## src/rtl/gpio_pkg.sv

```systemverilog
// Shared definitions for the Avalon-MM GPIO slave: register map, edge modes and
// the byte-enable merge helper.
package gpio_pkg;

  localparam logic [1:0] ADDR_DATA_IN  = 2'd0;
  localparam logic [1:0] ADDR_DATA_OUT = 2'd1;
  localparam logic [1:0] ADDR_IRQ_MASK = 2'd2;
  localparam logic [1:0] ADDR_EDGE_CAP = 2'd3;

  typedef enum logic [1:0] {
    EdgeRise = 2'd0,
    EdgeFall = 2'd1,
    EdgeAny  = 2'd2
  } edge_mode_e;

  // Replace the bytes of old_val selected by be with the matching bytes of new_val.
  function automatic logic [31:0] be_merge(input logic [31:0] old_val,
                                           input logic [31:0] new_val,
                                           input logic [3:0]  be);
    logic [31:0] res;
    for (int i = 0; i < 4; i++) begin
      res[i*8 +: 8] = be[i] ? new_val[i*8 +: 8] : old_val[i*8 +: 8];
    end
    return res;
  endfunction

endpackage

```

## src/rtl/gpio_sync.sv

```systemverilog
// Multi-stage flip-flop synchronizer for the asynchronous GPIO input pins.
module gpio_sync #(
  parameter int unsigned WIDTH  = 32,
  parameter int unsigned STAGES = 2
) (
  input  logic             clk_i,
  input  logic             rst_ni,
  input  logic [WIDTH-1:0] d_i,
  output logic [WIDTH-1:0] q_o
);

  logic [WIDTH-1:0] sync_q [STAGES];

  always_ff @(posedge clk_i or negedge rst_ni) begin
    if (!rst_ni) begin
      for (int i = 0; i < STAGES; i++) begin
        sync_q[i] <= '0;
      end
    end else begin
      sync_q[0] <= d_i;
      for (int i = 1; i < STAGES; i++) begin
        sync_q[i] <= sync_q[i-1];
      end
    end
  end

  assign q_o = sync_q[STAGES-1];

endmodule

```

## src/rtl/avalon_gpio_slave.sv

```systemverilog
// Avalon-MM GPIO slave: output register, synchronized inputs with edge capture,
// maskable level interrupt and a fixed one-cycle read pipeline.
module avalon_gpio_slave
  import gpio_pkg::*;
#(
  parameter int unsigned      WIDTH       = 32,
  parameter int unsigned      SYNC_STAGES = 2,
  parameter int unsigned      EDGE_MODE   = 2,
  parameter logic [WIDTH-1:0] OUT_RESET   = '0
) (
  input  logic             clk,
  input  logic             reset_n,
  input  logic [1:0]       avs_address,
  input  logic             avs_read,
  input  logic             avs_write,
  input  logic [31:0]      avs_writedata,
  input  logic [3:0]       avs_byteenable,
  output logic [31:0]      avs_readdata,
  output logic             avs_readdatavalid,
  output logic             irq,
  input  logic [WIDTH-1:0] gpio_input,
  output logic [WIDTH-1:0] gpio_output
);

  localparam logic [1:0] EdgeModeBits = EDGE_MODE[1:0];
  localparam edge_mode_e EdgeSel      = edge_mode_e'(EdgeModeBits);

  logic [WIDTH-1:0] sync_last;
  logic [WIDTH-1:0] prev_q;
  logic [WIDTH-1:0] out_q, out_d;
  logic [WIDTH-1:0] mask_q, mask_d;
  logic [WIDTH-1:0] cap_q, cap_d;
  logic [WIDTH-1:0] edge_det;
  logic [WIDTH-1:0] clr_bits;
  logic [31:0]      readdata_q, readdata_d;
  logic             rdvalid_q;
  logic             irq_q;

  logic [31:0] in_ext, out_ext, mask_ext, cap_ext;
  logic [31:0] out_merged, mask_merged, be_mask, clr_word;

  gpio_sync #(
    .WIDTH  (WIDTH),
    .STAGES (SYNC_STAGES)
  ) u_sync (
    .clk_i  (clk),
    .rst_ni (reset_n),
    .d_i    (gpio_input),
    .q_o    (sync_last)
  );

  always_comb begin
    in_ext   = '0;
    out_ext  = '0;
    mask_ext = '0;
    cap_ext  = '0;
    in_ext[WIDTH-1:0]   = sync_last;
    out_ext[WIDTH-1:0]  = out_q;
    mask_ext[WIDTH-1:0] = mask_q;
    cap_ext[WIDTH-1:0]  = cap_q;
  end

  always_comb begin
    unique case (EdgeSel)
      EdgeRise: edge_det = sync_last & ~prev_q;
      EdgeFall: edge_det = ~sync_last & prev_q;
      default:  edge_det = sync_last ^ prev_q;
    endcase
  end

  always_comb begin
    out_merged  = be_merge(out_ext, avs_writedata, avs_byteenable);
    mask_merged = be_merge(mask_ext, avs_writedata, avs_byteenable);
    be_mask     = be_merge(32'h0, 32'hFFFF_FFFF, avs_byteenable);
    clr_word    = avs_writedata & be_mask;

    out_d    = out_q;
    mask_d   = mask_q;
    clr_bits = '0;
    if (avs_write) begin
      unique case (avs_address)
        ADDR_DATA_OUT: out_d    = out_merged[WIDTH-1:0];
        ADDR_IRQ_MASK: mask_d   = mask_merged[WIDTH-1:0];
        ADDR_EDGE_CAP: clr_bits = clr_word[WIDTH-1:0];
        default:       ;
      endcase
    end
    // A new edge wins over a same-cycle clear of the same bit.
    cap_d = (cap_q & ~clr_bits) | edge_det;
  end

  // Read mux sees pre-write register values, so read+write returns the old data.
  always_comb begin
    unique case (avs_address)
      ADDR_DATA_IN:  readdata_d = in_ext;
      ADDR_DATA_OUT: readdata_d = out_ext;
      ADDR_IRQ_MASK: readdata_d = mask_ext;
      default:       readdata_d = cap_ext;
    endcase
  end

  always_ff @(posedge clk or negedge reset_n) begin
    if (!reset_n) begin
      prev_q     <= '0;
      out_q      <= OUT_RESET;
      mask_q     <= '0;
      cap_q      <= '0;
      readdata_q <= '0;
      rdvalid_q  <= 1'b0;
      irq_q      <= 1'b0;
    end else begin
      prev_q    <= sync_last;
      out_q     <= out_d;
      mask_q    <= mask_d;
      cap_q     <= cap_d;
      rdvalid_q <= avs_read;
      irq_q     <= |(cap_q & mask_q);
      if (avs_read) begin
        readdata_q <= readdata_d;
      end
    end
  end

  assign avs_readdata      = readdata_q;
  assign avs_readdatavalid = rdvalid_q;
  assign irq               = irq_q;
  assign gpio_output       = out_q;

endmodule

```

## config.mk

```make
export PLATFORM = sky130hd
export DESIGN_NAME = avalon_gpio_slave
export DESIGN_NICKNAME = d
export VERILOG_FILES = /design/src/rtl/gpio_pkg.sv /design/src/rtl/gpio_sync.sv /design/src/rtl/avalon_gpio_slave.sv
export SDC_FILE = /design/constraint.sdc
export NUM_CORES = 1
export LEC_CHECK = 0
export CAP_MARGIN = 40
export CORE_UTILIZATION = 58
export DETAILED_ROUTE_END_ITERATION = 10
export PLACE_DENSITY = 0.95
export SLEW_MARGIN = 20
export SYNTH_ARGS = -nofsm -noshare
export SYNTH_HDL_FRONTEND = slang
export SYNTH_HIERARCHICAL = 1
export SYNTH_SLANG_ARGS = --single-unit
```

## constraint.sdc

```tcl
create_clock -name clk -period 3 [get_ports clk]
set_input_delay 0.9 -clock clk [delete_from_list [all_inputs] [get_ports clk]]
set_output_delay 0.9 -clock clk [all_outputs]
set_load 0.005 [all_outputs]
```

# Yosys cells after proc, flatten, opt, wreduce, memory -nomap -nowiden
# Cells that the tools add are included.
[word_totals] output_inout_bits=66 ff_bits=226
[op_classes] bitwise_logic=6 eq_ne=3 n_reduce_logical=10 muxes=7
[ops] operator="$and A32 B32 Y32" count=3
[ops] operator="$pmux W32 S3" count=1
[ops] operator="$mux W32" count=2
[ops] operator="$mux W8" count=4
[ops] operator="$not A32 Y32" count=1
[ops] operator="$or A32 B32 Y32" count=1
[ops] operator="$reduce_or A32 Y1" count=1
[ops] operator="$xor A32 B32 Y32" count=1
[ops] operator="$reduce_and A3 Y1" count=8
[ops] operator="$eq A2 B2 Y1 const B" count=2
[ops] operator="$eq A2 B1 Y1 const B" count=1
[ops] operator="$logic_not A2 Y1" count=1

# Depth between registers and ports, before layout
[depth] depth_word=7 ltp_mapped=5 depth_no_buf=3

# By module
# The synthesis kept the hierarchy.
[by_module_without_submodules] module="avalon_gpio_slave" cells_per_inst=440 instances=1 area_each_um2=7039.3
[by_module_without_submodules] module="gpio_sync" cells_per_inst=96 instances=1 area_each_um2=1841.8

# Worst setup path after synthesis
# No wires, ideal clock.
[synth_timing] kind="input-to-reg" startpoint="input port avs_address[0]" endpoint="register readdata_q[21] (netlist: avs_readdata[21])" t_required_ns=2.875 arrival_ns=1.908 path_slack_ns=0.967 setup_ns=0.125 path_buffers=2 stages=4 cell_sequence="buf_6 buf_8 mux4_2 mux2_4"
[synth_via] elab_chain_len=2
[synth_lines] element="from (decl)" line="avalon_gpio_slave.sv:13" text="input logic [1:0] avs_address,"
[synth_lines] element="$eq A2 B2 Y1, or another cell as far along" line="avalon_gpio_slave.sv:94" text="unique case (avs_address)"
[synth_lines] element="$pmux W32 S3 *" line="avalon_gpio_slave.sv:94"
[synth_lines] element="to (signal assigned)" line="avalon_gpio_slave.sv:119" text="readdata_q <= readdata_d;"
[synth_lines] element="to (decl)" line="avalon_gpio_slave.sv:35" text="logic [31:0] readdata_q, readdata_d;"
# Mark *: on every way between the ends. The rest lies on a longest branch, timed or not.
# A chain may end at the register's enable or synchronous reset.

# Final worst setup path
[layout_timing] startpoint="register out_q[21] (netlist: gpio_output[21])" endpoint="output port gpio_output[21]"
[layout_lines] element="from (decl)" line="avalon_gpio_slave.sv:30" text="logic [WIDTH-1:0] out_q, out_d;"
[layout_lines] element="from (signal assigned)" line="avalon_gpio_slave.sv:113" text="out_q <= out_d;"
[layout_lines] element="to (decl)" line="avalon_gpio_slave.sv:22" text="output logic [WIDTH-1:0] gpio_output"
# No word-level cell between the ends.

==> run metrics <==
Setup Buffers After CTS=0; Worst R2R Path Depth=3; r2r setup slk=1.38 ns; filler instances=810; CTS H-Tree Depth=1; post-synthesis sequential area ratio=63.7%; reg2reg end=irq; Core Util, Final=74.2%; CP max-delay cell=clkdlybuf4s50_1; dominant synthesized flop cell=dfrtp_1; pre-CTS setup slack=0.252 ns; CTS Buffer Depth=3; CTS root buf=clkbuf_16; period utilization=78.9%; Worst setup SP type=flip-flop; pwr dens=705 nW/um^2; vias in the first global route=5877; Detailed Place HPWL=14.2 mm; Synth Cell Area=8880 um^2; worst-margin pin slew=0.744 ns; Hold EP=u_sync/q_o[28]; Critical path buffers and inverters=1; Syn Inst Count=536; final setup vio count=0; Hold Path Class=reg2reg; WL/cell=25.2 um; Die Y=126 um; Final Max Slew Viols=0; GRT Util Overall=28.9%; number of max-cap violations=0; syn_nets=610; largest family of logic cells by synthesized area=multiplexers; design area=10900 um^2; hold_buf cts=0; DRT antenna net count=0; Final Power=7.71 mW; Reg clk slew, reported paths=0.07 ns; minimum clock period=2.37 ns; Synth Area per Inst=16.6 um^2; DP Area=10200 um^2; CP max FO=3; worst hold start=u_sync/sync_q[60]; initial core utilization=60.2%; ys async rst share=100%; Hold Crit Depth=0; total clock sinks=226; Post-Synth Adder-Cell Area=0%; grt ovf=0; clk_skew=0.0106 ns; layout cells sized above 1=27.0%; CTS tree=yes; post-layout worst setup margin=0.632 ns; Distinct cells, synth=22; crit end category=output pin; crit path cell chain=clkdlybuf4s50_1; simple-gate area share of the yosys netlist=3.18%; largest net degree at the start of global routing=94; post-synthesis mux area share=21.4%; DRT Pass-1 Iters=5; die width=126 um; critical path class=reg2out; initial antenna violation count=1; R2R Path Start=cap_ext[22]; # DRC=0; Setup TNS=0 ns; Max Clk Rate=0.422 GHz; Compound-Gate Fraction of Synth Area=4.06%; die area=15800 um^2; Slew HR=50.4%; post-synth top area share=63.7%; Leakage Power=4.56 nW; crit path DAT=1.47 ns; CP Data Required Time=2.10 ns; Area contributors post-synth=dfrtp_1 (64%), mux2_2 (9.0%), mux4_2 (7.6%), mux2_4 (4.2%), xor2_1 (3.2%); DRT iter0 DRCs=445; Yosys top cell by area=dfrtp_1; Slowest Stage Delay on Critical Path=0.54 ns; GPL Wtd Cong=0.817; final hold viol count=0; Post-synth EDFFs=0; Core Rows=44; RSZ-0062 raised after global routing=false; NumNets Final=735; dpl cells=821; final WL=21.7 mm; worst skew pair latency=0.50 ns; VDD IR max=0.452 mV; Syn-to-layout area delta=23.2%; Synth Warn #=6; register bit total from synthesis=226; Finished Layout Cells=862; status=finished, final reports clean; post_cts resized=0; I/O Buffers=139; core area=14800 um^2; Hold Worst Slack=0.348 ns; Num CTS Buffers=22; Synth Area in XOR/XNOR=3.16%; IO Pins=140; delay-heaviest family, CP=buffers and inverters; via count=5255; first-pass GRT wire length=34.1 mm; vias per inst=6.10
==> metal layers <==
metal / global-route usage, % / vias to the layer above / part of all wire (%)
met1: 36.2 / 2769 / 38
met5: 0 / - / 0
met3: 6.29 / 68 / 7.2
met2: 48.8 / 272 / 51
met4: 12.8 / 0 / 3.9
li1: - / 2146 / -
==> where the power goes <==
group / total, mW / switching (mW) / leakage [nW] / internal, mW
registers: 3.72 / 0.312 / 2.56 / 3.41
logic: 1.28 / 0.445 / 1.65 / 0.836
clock network: 2.70 / 1.11 / 0.349 / 1.60
total: 7.71 / 1.86 / 4.56 / 5.85
==> area by class of cell <==
| cell class | instances | area (um^2) | area share (%) |
|---|---|---|---|
| Sequential cell | 226 | 5660 | 51.7 |
| Multi-Input combinational cell | 259 | 2830 | 25.8 |
| Timing Repair Buffer | 152 | 1520 | 13.9 |
| Clock buffer | 36 | 664 | 6.07 |
| Tap cell | 184 | 230 | 2.10 |
| Clock inverter | 4 | 45.0 | 0.412 |
| Antenna cell | 1 | 2.50 | 0.0229 |
==> state kept, by name, indices dropped and copies added (netlist names) <==
| signal | count |
|---|---|
| irq | 1 |
| cap_ext | 32 |
| avs_readdata | 32 |
| avs_readdatavalid | 1 |
| mask_ext | 32 |
| u_sync/sync_q | 32 |
| prev_q | 32 |
| u_sync/q_o | 32 |
| gpio_output | 32 |
==> cell usage after synthesis, types with 3 or more instances <==
cell type	n
a22oi_1	16
nand4_1	4
buf_2	8
a21o_1	32
mux2_2	71
dfrtp_1	226
clkbuf_1	3
and4_1	3
mux2_4	25
nand2_1	32
xor2_1	32
mux4_2	30
buf_4	34
nand3_2	8
==> cells by family (layout without fill, tap and decap cells) <==
family                 count (synthesis)  in the layout
AO/OA/AOI/OAI                         48             48
flip-flops                           226            226
buffers and inverters                 51            192
XOR/XNOR                              32             32
AND/OR/NAND/NOR                       51             51
multiplexers                         128            128
other                                  0              1
==> cell usage in the layout (no fill, tap or decap), drive strengths merged <==
| master | netlist | final |
|---|---|---|
| mux4 | 32 | 32 |
| or4 | 1 | 1 |
| mux2 | 96 | 96 |
| bufinv | 0 | 1 |
| clkdlybuf4s50 | 0 | 135 |
| buf | 48 | 17 |
| a22oi | 16 | 16 |
| dfrtp | 226 | 226 |
| nand2 | 32 | 32 |
| nor2b | 1 | 1 |
| nand3 | 8 | 8 |
| clkinv | 0 | 3 |
| and2b | 1 | 1 |
| nand4 | 4 | 4 |
| diode | 0 | 1 |
| clkbuf | 3 | 36 |
| xor2 | 32 | 32 |
| and4 | 4 | 4 |
| a21o | 32 | 32 |
==> worst max path at each step <==
stage	from	endpoint	cells after the start
global route	gpio_output[31]	gpio_output[31]	1
floorplan	avs_address[0]	avs_readdata[21]	4
global placement	avs_write	cap_ext[2]	4
finish	gpio_output[21]	gpio_output[21]	1
CTS	gpio_output[21]	gpio_output[21]	1
detailed placement	avs_write	cap_ext[4]	4
No activity file was read; power rests on OpenSTA's default activity.
